[src/rtl/gomoku_turn_scheduler.sv]
// ---------------------------------------------------------------------------
// gomoku_turn_scheduler
//
// Turn sequencer for the 11x11 Gomoku board. It owns the single board write
// port. On the human's turn it forwards an accepted cursor/enter press to the
// board. On the AI's turn it walks every cell, asks the evaluator to score
// each empty one, and writes the highest-scoring cell. It stops once the
// board-state block reports that the game is over.
//
// Ports
//   clk, rst       clock; synchronous active-high reset
//   start          pulse: begin scheduling, or abort and restart at CHECK
//   ai_player      side the AI plays for
//   player         side to move, from the board-state block
//   game_status    00 = running, anything else = game over
//   human_write    debounced enter pulse
//   human_addr     cursor cell
//   occ_addr/occ   combinational occupancy lookup (occ valid same cycle)
//   eval_req/addr  registered evaluation request; address stable while high
//   eval_ack/score evaluator result, score signed, valid with eval_ack
//   wr_en/wr_addr  one-cycle board write strobe and its cell
//   busy           high in every state except IDLE and DONE
//   best_addr      last committed AI move
//   best_score     score of that move
//   no_move        sticky: an AI turn found no empty cell
// ---------------------------------------------------------------------------
module gomoku_turn_scheduler #(
    parameter int CELLS   = 121,
    parameter int ADDR_W  = 8,
    parameter int SCORE_W = 16
) (
    input  logic               clk,
    input  logic               rst,
    input  logic               start,
    input  logic               ai_player,
    input  logic               player,
    input  logic [1:0]         game_status,
    input  logic               human_write,
    input  logic [ADDR_W-1:0]  human_addr,
    output logic [ADDR_W-1:0]  occ_addr,
    input  logic               occ,
    output logic               eval_req,
    output logic [ADDR_W-1:0]  eval_addr,
    input  logic               eval_ack,
    input  logic [SCORE_W-1:0] eval_score,
    output logic               wr_en,
    output logic [ADDR_W-1:0]  wr_addr,
    output logic               busy,
    output logic [ADDR_W-1:0]  best_addr,
    output logic [SCORE_W-1:0] best_score,
    output logic               no_move
);

    typedef enum logic [2:0] {
        S_IDLE,
        S_CHECK,
        S_HUMAN,
        S_SCAN,
        S_EVAL_WAIT,
        S_COMMIT,
        S_SETTLE,
        S_DONE
    } state_t;

    localparam logic [ADDR_W-1:0] LAST_CELL = ADDR_W'(CELLS - 1);
    localparam logic [ADDR_W-1:0] ADDR_ONE  = ADDR_W'(1);

    state_t                     state_reg, state_next;
    logic [ADDR_W-1:0]          scan_addr_reg, scan_addr_next;
    logic                       best_valid_reg, best_valid_next;
    logic [ADDR_W-1:0]          cand_addr_reg, cand_addr_next;
    logic signed [SCORE_W-1:0]  cand_score_reg, cand_score_next;
    logic                       latched_player_reg, latched_player_next;
    logic                       eval_req_reg, eval_req_next;
    logic [ADDR_W-1:0]          eval_addr_reg, eval_addr_next;
    logic                       wr_en_reg, wr_en_next;
    logic [ADDR_W-1:0]          wr_addr_reg, wr_addr_next;
    logic [ADDR_W-1:0]          best_addr_reg, best_addr_next;
    logic [SCORE_W-1:0]         best_score_reg, best_score_next;
    logic                       no_move_reg, no_move_next;

    logic game_over;
    assign game_over = (game_status != 2'b00);

    // Occupancy lookup follows whichever path currently owns the board view.
    assign occ_addr = (state_reg == S_HUMAN) ? human_addr : scan_addr_reg;

    assign busy       = (state_reg != S_IDLE) && (state_reg != S_DONE);
    assign eval_req   = eval_req_reg;
    assign eval_addr  = eval_addr_reg;
    assign wr_en      = wr_en_reg;
    assign wr_addr    = wr_addr_reg;
    assign best_addr  = best_addr_reg;
    assign best_score = best_score_reg;
    assign no_move    = no_move_reg;

    always_ff @(posedge clk) begin
        if (rst) begin
            state_reg          <= S_IDLE;
            scan_addr_reg      <= '0;
            best_valid_reg     <= 1'b0;
            cand_addr_reg      <= '0;
            cand_score_reg     <= '0;
            latched_player_reg <= 1'b0;
            eval_req_reg       <= 1'b0;
            eval_addr_reg      <= '0;
            wr_en_reg          <= 1'b0;
            wr_addr_reg        <= '0;
            best_addr_reg      <= '0;
            best_score_reg     <= '0;
            no_move_reg        <= 1'b0;
        end else begin
            state_reg          <= state_next;
            scan_addr_reg      <= scan_addr_next;
            best_valid_reg     <= best_valid_next;
            cand_addr_reg      <= cand_addr_next;
            cand_score_reg     <= cand_score_next;
            latched_player_reg <= latched_player_next;
            eval_req_reg       <= eval_req_next;
            eval_addr_reg      <= eval_addr_next;
            wr_en_reg          <= wr_en_next;
            wr_addr_reg        <= wr_addr_next;
            best_addr_reg      <= best_addr_next;
            best_score_reg     <= best_score_next;
            no_move_reg        <= no_move_next;
        end
    end

    always_comb begin
        state_next          = state_reg;
        scan_addr_next      = scan_addr_reg;
        best_valid_next     = best_valid_reg;
        cand_addr_next      = cand_addr_reg;
        cand_score_next     = cand_score_reg;
        latched_player_next = latched_player_reg;
        eval_req_next       = eval_req_reg;
        eval_addr_next      = eval_addr_reg;
        wr_en_next          = 1'b0;
        wr_addr_next        = wr_addr_reg;
        best_addr_next      = best_addr_reg;
        best_score_next     = best_score_reg;
        no_move_next        = no_move_reg;

        case (state_reg)
            S_IDLE: begin
                // Only start leaves IDLE; handled below.
            end

            S_CHECK: begin
                if (game_over) begin
                    state_next = S_DONE;
                end else if (player == ai_player) begin
                    state_next      = S_SCAN;
                    scan_addr_next  = '0;
                    best_valid_next = 1'b0;
                end else begin
                    state_next = S_HUMAN;
                end
            end

            S_HUMAN: begin
                // A finished game takes priority over a late enter press.
                if (game_over) begin
                    state_next = S_DONE;
                end else if (human_write && !occ) begin
                    wr_en_next          = 1'b1;
                    wr_addr_next        = human_addr;
                    latched_player_next = player;
                    state_next          = S_SETTLE;
                end
            end

            S_SCAN: begin
                if (!occ) begin
                    eval_req_next  = 1'b1;
                    eval_addr_next = scan_addr_reg;
                    state_next     = S_EVAL_WAIT;
                end else if (scan_addr_reg == LAST_CELL) begin
                    state_next = S_COMMIT;
                end else begin
                    scan_addr_next = scan_addr_reg + ADDR_ONE;
                end
            end

            S_EVAL_WAIT: begin
                if (eval_ack) begin
                    eval_req_next = 1'b0;
                    // Strictly greater: on a tie the earlier (lower) cell stays.
                    if (!best_valid_reg || ($signed(eval_score) > cand_score_reg)) begin
                        cand_addr_next  = eval_addr_reg;
                        cand_score_next = $signed(eval_score);
                        best_valid_next = 1'b1;
                    end
                    if (eval_addr_reg == LAST_CELL) begin
                        state_next = S_COMMIT;
                    end else begin
                        scan_addr_next = eval_addr_reg + ADDR_ONE;
                        state_next     = S_SCAN;
                    end
                end
            end

            S_COMMIT: begin
                if (best_valid_reg) begin
                    wr_en_next          = 1'b1;
                    wr_addr_next        = cand_addr_reg;
                    best_addr_next      = cand_addr_reg;
                    best_score_next     = cand_score_reg;
                    latched_player_next = player;
                    state_next          = S_SETTLE;
                end else begin
                    no_move_next = 1'b1;
                    state_next   = S_DONE;
                end
            end

            S_SETTLE: begin
                // Wait for the board to reflect the write before re-deciding.
                if ((player != latched_player_reg) || game_over) begin
                    state_next = S_CHECK;
                end
            end

            S_DONE: begin
                // Hold until start.
            end

            default: begin
                state_next = S_IDLE;
            end
        endcase

        // start from any state restarts at CHECK: any pending request is
        // dropped, the running candidate is forgotten, and a write decided in
        // this same cycle is cancelled so a turn never gets two writes.
        if (start) begin
            state_next      = S_CHECK;
            eval_req_next   = 1'b0;
            best_valid_next = 1'b0;
            wr_en_next      = 1'b0;
            wr_addr_next    = wr_addr_reg;
            no_move_next    = 1'b0;
        end
    end

endmodule

[config.mk]
export PLATFORM = sky130hd
export DESIGN_NAME = gomoku_turn_scheduler
export DESIGN_NICKNAME = d
export VERILOG_FILES = /design/src/rtl/gomoku_turn_scheduler.sv
export SDC_FILE = /design/constraint.sdc
export NUM_CORES = 1
export LEC_CHECK = 0
export ABC_CLOCK_PERIOD_IN_PS = 2500
export CAP_MARGIN = 5
export CORE_ASPECT_RATIO = 0.8
export CORE_MARGIN = 10
export CORE_UTILIZATION = 40
export CTS_CLUSTER_SIZE = 24
export DETAILED_ROUTE_END_ITERATION = 16
export GPL_TIMING_DRIVEN = 0
export PLACE_DENSITY = 0.67
export SETUP_SLACK_MARGIN = 0.15
export SYNTH_ARGS = -nofsm -noshare
export SYNTH_HDL_FRONTEND = slang
export SYNTH_SLANG_ARGS = --single-unit
[constraint.sdc]
create_clock -name clk -period 2.5 [get_ports clk]
set_input_delay 0.5 -clock clk [delete_from_list [all_inputs] [get_ports clk]]
set_output_delay 0.5 -clock clk [all_outputs]
set_load 0.02 [all_outputs]
==> run metrics <==
clk sinks 80; FILL cells approximately 910; Critical Path Fanout Max 10; R2R Path Start state_reg[2]; Slowest-stage cell, CP or4_1; met1 wire length 6280 microns; Clock Latency Late Sink around 0.34 ns; TNS Setup 0 ns; grt ovf 0; Max-cap violations 0; ys flop type dfxtp_1; antenna-violating nets left 0; RR Endpoint scan_addr_reg[6]; Hold-fix buffers, CTS 0; CP Launch Type register; Tightest Pin Transition 0.625 ns; Max Clock Skew 0.00808 ns; Root Buffer clkbuf_16; largest net degree at the start of global routing 15; clk slew on worst S/H paths 0.07 ns; H-tree depth 3; uppermost layer routed met4; Area after DPL between 5000 and 6000 sq um; CTS tree done; Power Dens Cells 549 nW/um^2; share of post-route cells with drive strength above 1 0.184; via density per instance around 5.2; total CTS buffers 9; initial core utilization 0.412; multi-input logic area about 2600 sq um; placer congestion estimate 0.888; Die W about 140 microns; wire per inst 17.7 microns; total vias in the final route roughly 4,000; CP cell instances buf_2 > or3b_1 > buf_6 > nand2_1 > nand2_1 > ha_1 > o21ai_1 > or4_1 > a32oi_1 > nor2_1; Crit path arrival time 2.52 ns; first-pass GRT wire length 21,200 microns; total track usage 0.172; RSZ-0062 raised after global routing yes; FFs w/ async S/R, synth 0; R2R cell count 10; most common cell after layout, fill and taps aside nand2_1; Met2 Wirelength 6280 microns; crit path kind reg -> reg; Final Hold Fails 0; total power 3.27 mW; Cell Area, Synth 4230 sq um; FMAX 431 MHz; status completed; # rows 33; Hold Path End best_score[6]; sequential cell area 1620 sq um; crit share post-route 0.928; TritonRoute pass-1 iters 5; Slew HR 0.582; Final Util 0.579; Setup crit start state_reg[2]; Leak Pwr 2.29 nW; Required @ worst endpoint about 2.7 ns; Hold Startpoint best_score[6]; Synth Warn # 0; number of flops mapped to enable cells by yosys 0; Residual DRC 0; Die Height 112 microns; # diodes 0; hpwl dp about 9700 microns; maximum buffer depth of the clock tree 2; worst hold stages 2; Seq/Total Area, Yosys 0.378; vias in the first global route 3,889; Synth Instances just over 500; CP Capture Type register; Mapped Avg Cell Area 8.33 sq um; NumNets Final around 670; maximum VDD drop 0.000347 V; Final Slew Violations 0; CP peak stage delay 0.55 ns; Final Cell Area 5950 sq um; Area Overhead vs Synth 40.6%; post-synthesis cell type count 60; I/O pin count 86; Synth Register Bits 80; worst hold path class reg -> reg; Core Region 10,300 sq um; Worst path most repeated cell nand2_1; initial antenna violation count 0; Initial DRC Count 324; most frequent cells in the layout 94 x nand2_1, 69 x dfxtp_1, 57 x clkdlybuf4s50_1; drt total wl 13,500 microns; final setup vio count 0; I/O Buffers 84; Period minus WS final 2.32 ns; DR WL met3 between 700 and 800 microns; syn_nets 559; Reg2Reg Setup Slack 0.18 ns; die area about 15,000 sq um
==> logic make-up (layout without fill, tap and decap cells) <==
family / Yosys count / in the layout / share of synthesized area
AND/OR/NAND/NOR: 229 / 229 / 0.275
buffers and inverters: 47 / 160 / 0.0500
AO/OA/AOI/OAI: 90 / 90 / 0.139
XOR/XNOR: 8 / 8 / 0.0166
flip-flops: 80 / 80 / 0.378
multiplexers: 37 / 37 / 0.0907
adder cells (fa/ha/maj): 17 / 17 / 0.0503
==> per-stage QoR <==
step,setup slack [ns],hold slack (ns),cells
5_1_grt,0.0562,0.466,761
2_1_floorplan,0.151,0.445,508
4_1_cts,0.0834,0.456,754
3_3_place_gp,-0.538,0.444,732
6_report,0.181,0.453,761
3_5_place_dp,-0.583,0.447,732
==> worst max path at each step <==
stage	to	slack (ns)	cells past startpoint
floorplan	cand_addr_reg[0]	0.15	8
global placement	cand_score_reg[4]	-0.54	9
detailed placement	cand_score_reg[3]	-0.58	9
CTS	occ_addr[0]	0.08	6
global route	scan_addr_reg[6]	0.06	10
finish	scan_addr_reg[6]	0.18	10
==> synth_stat cells (all sizes together), types with 4 or more instances <==
master	instances	share of area
nand4	8	0.017
a311oi	9	0.019
mux2i	29	0.069
ha	17	0.050
xor2	6	0.012
dfxtp	80	0.38
nor3	6	0.0083
nand3	15	0.018
a21oi	44	0.052
a21o	4	0.0080
clkbuf	18	0.016
o21ai	8	0.0095
nor2	33	0.031
nand2b	51	0.075
buf	9	0.016
a22oi	4	0.0071
inv	20	0.018
mux2	8	0.021
nand2	96	0.085
==> layer usage <==
layer,vias to the layer above,GRT usage
li1,1973,-
met1,1894,0.231
met2,90,0.263
met3,13,0.0468
met4,0,0.0487
met5,-,0
==> power by group <==
| part | total, mW | internal, mW | switching (mW) |
|---|---|---|---|
| clock network | 1.55 | 1.01 | 0.542 |
| logic | 0.417 | 0.193 | 0.224 |
| registers | 1.30 | 1.29 | 0.0134 |
| total | 3.27 | 2.49 | 0.779 |
==> worst max-delay path: cells and delay by family (launching register included) <==
| family | cells | cell delay [ns] |
|---|---|---|
| buffers and inverters | 2 | 0.33 |
| AO/OA/AOI/OAI | 2 | 0.33 |
| flip-flops | 1 | 0.30 |
| adder cells (fa/ha/maj) | 1 | 0.18 |
| AND/OR/NAND/NOR | 5 | 1.03 |
==> cell type report <==
cell class,instances,area share
buffer,27,0.0259
clock buffer,10,0.0401
clock inverter,6,0.0193
inverter,20,0.0126
multi-input combinational,381,0.441
sequential,80,0.271
tap,140,0.0294
timing repair buffer,97,0.160
==> what timing repair did <==
action,4_1_cts,5_1_grt
endpoints found under the setup margin,35,37
pin swaps,15,16
gates cloned,1,1
gates resized for setup,66,45
buffers inserted,5,6
(Power assumes the default switching activity.)
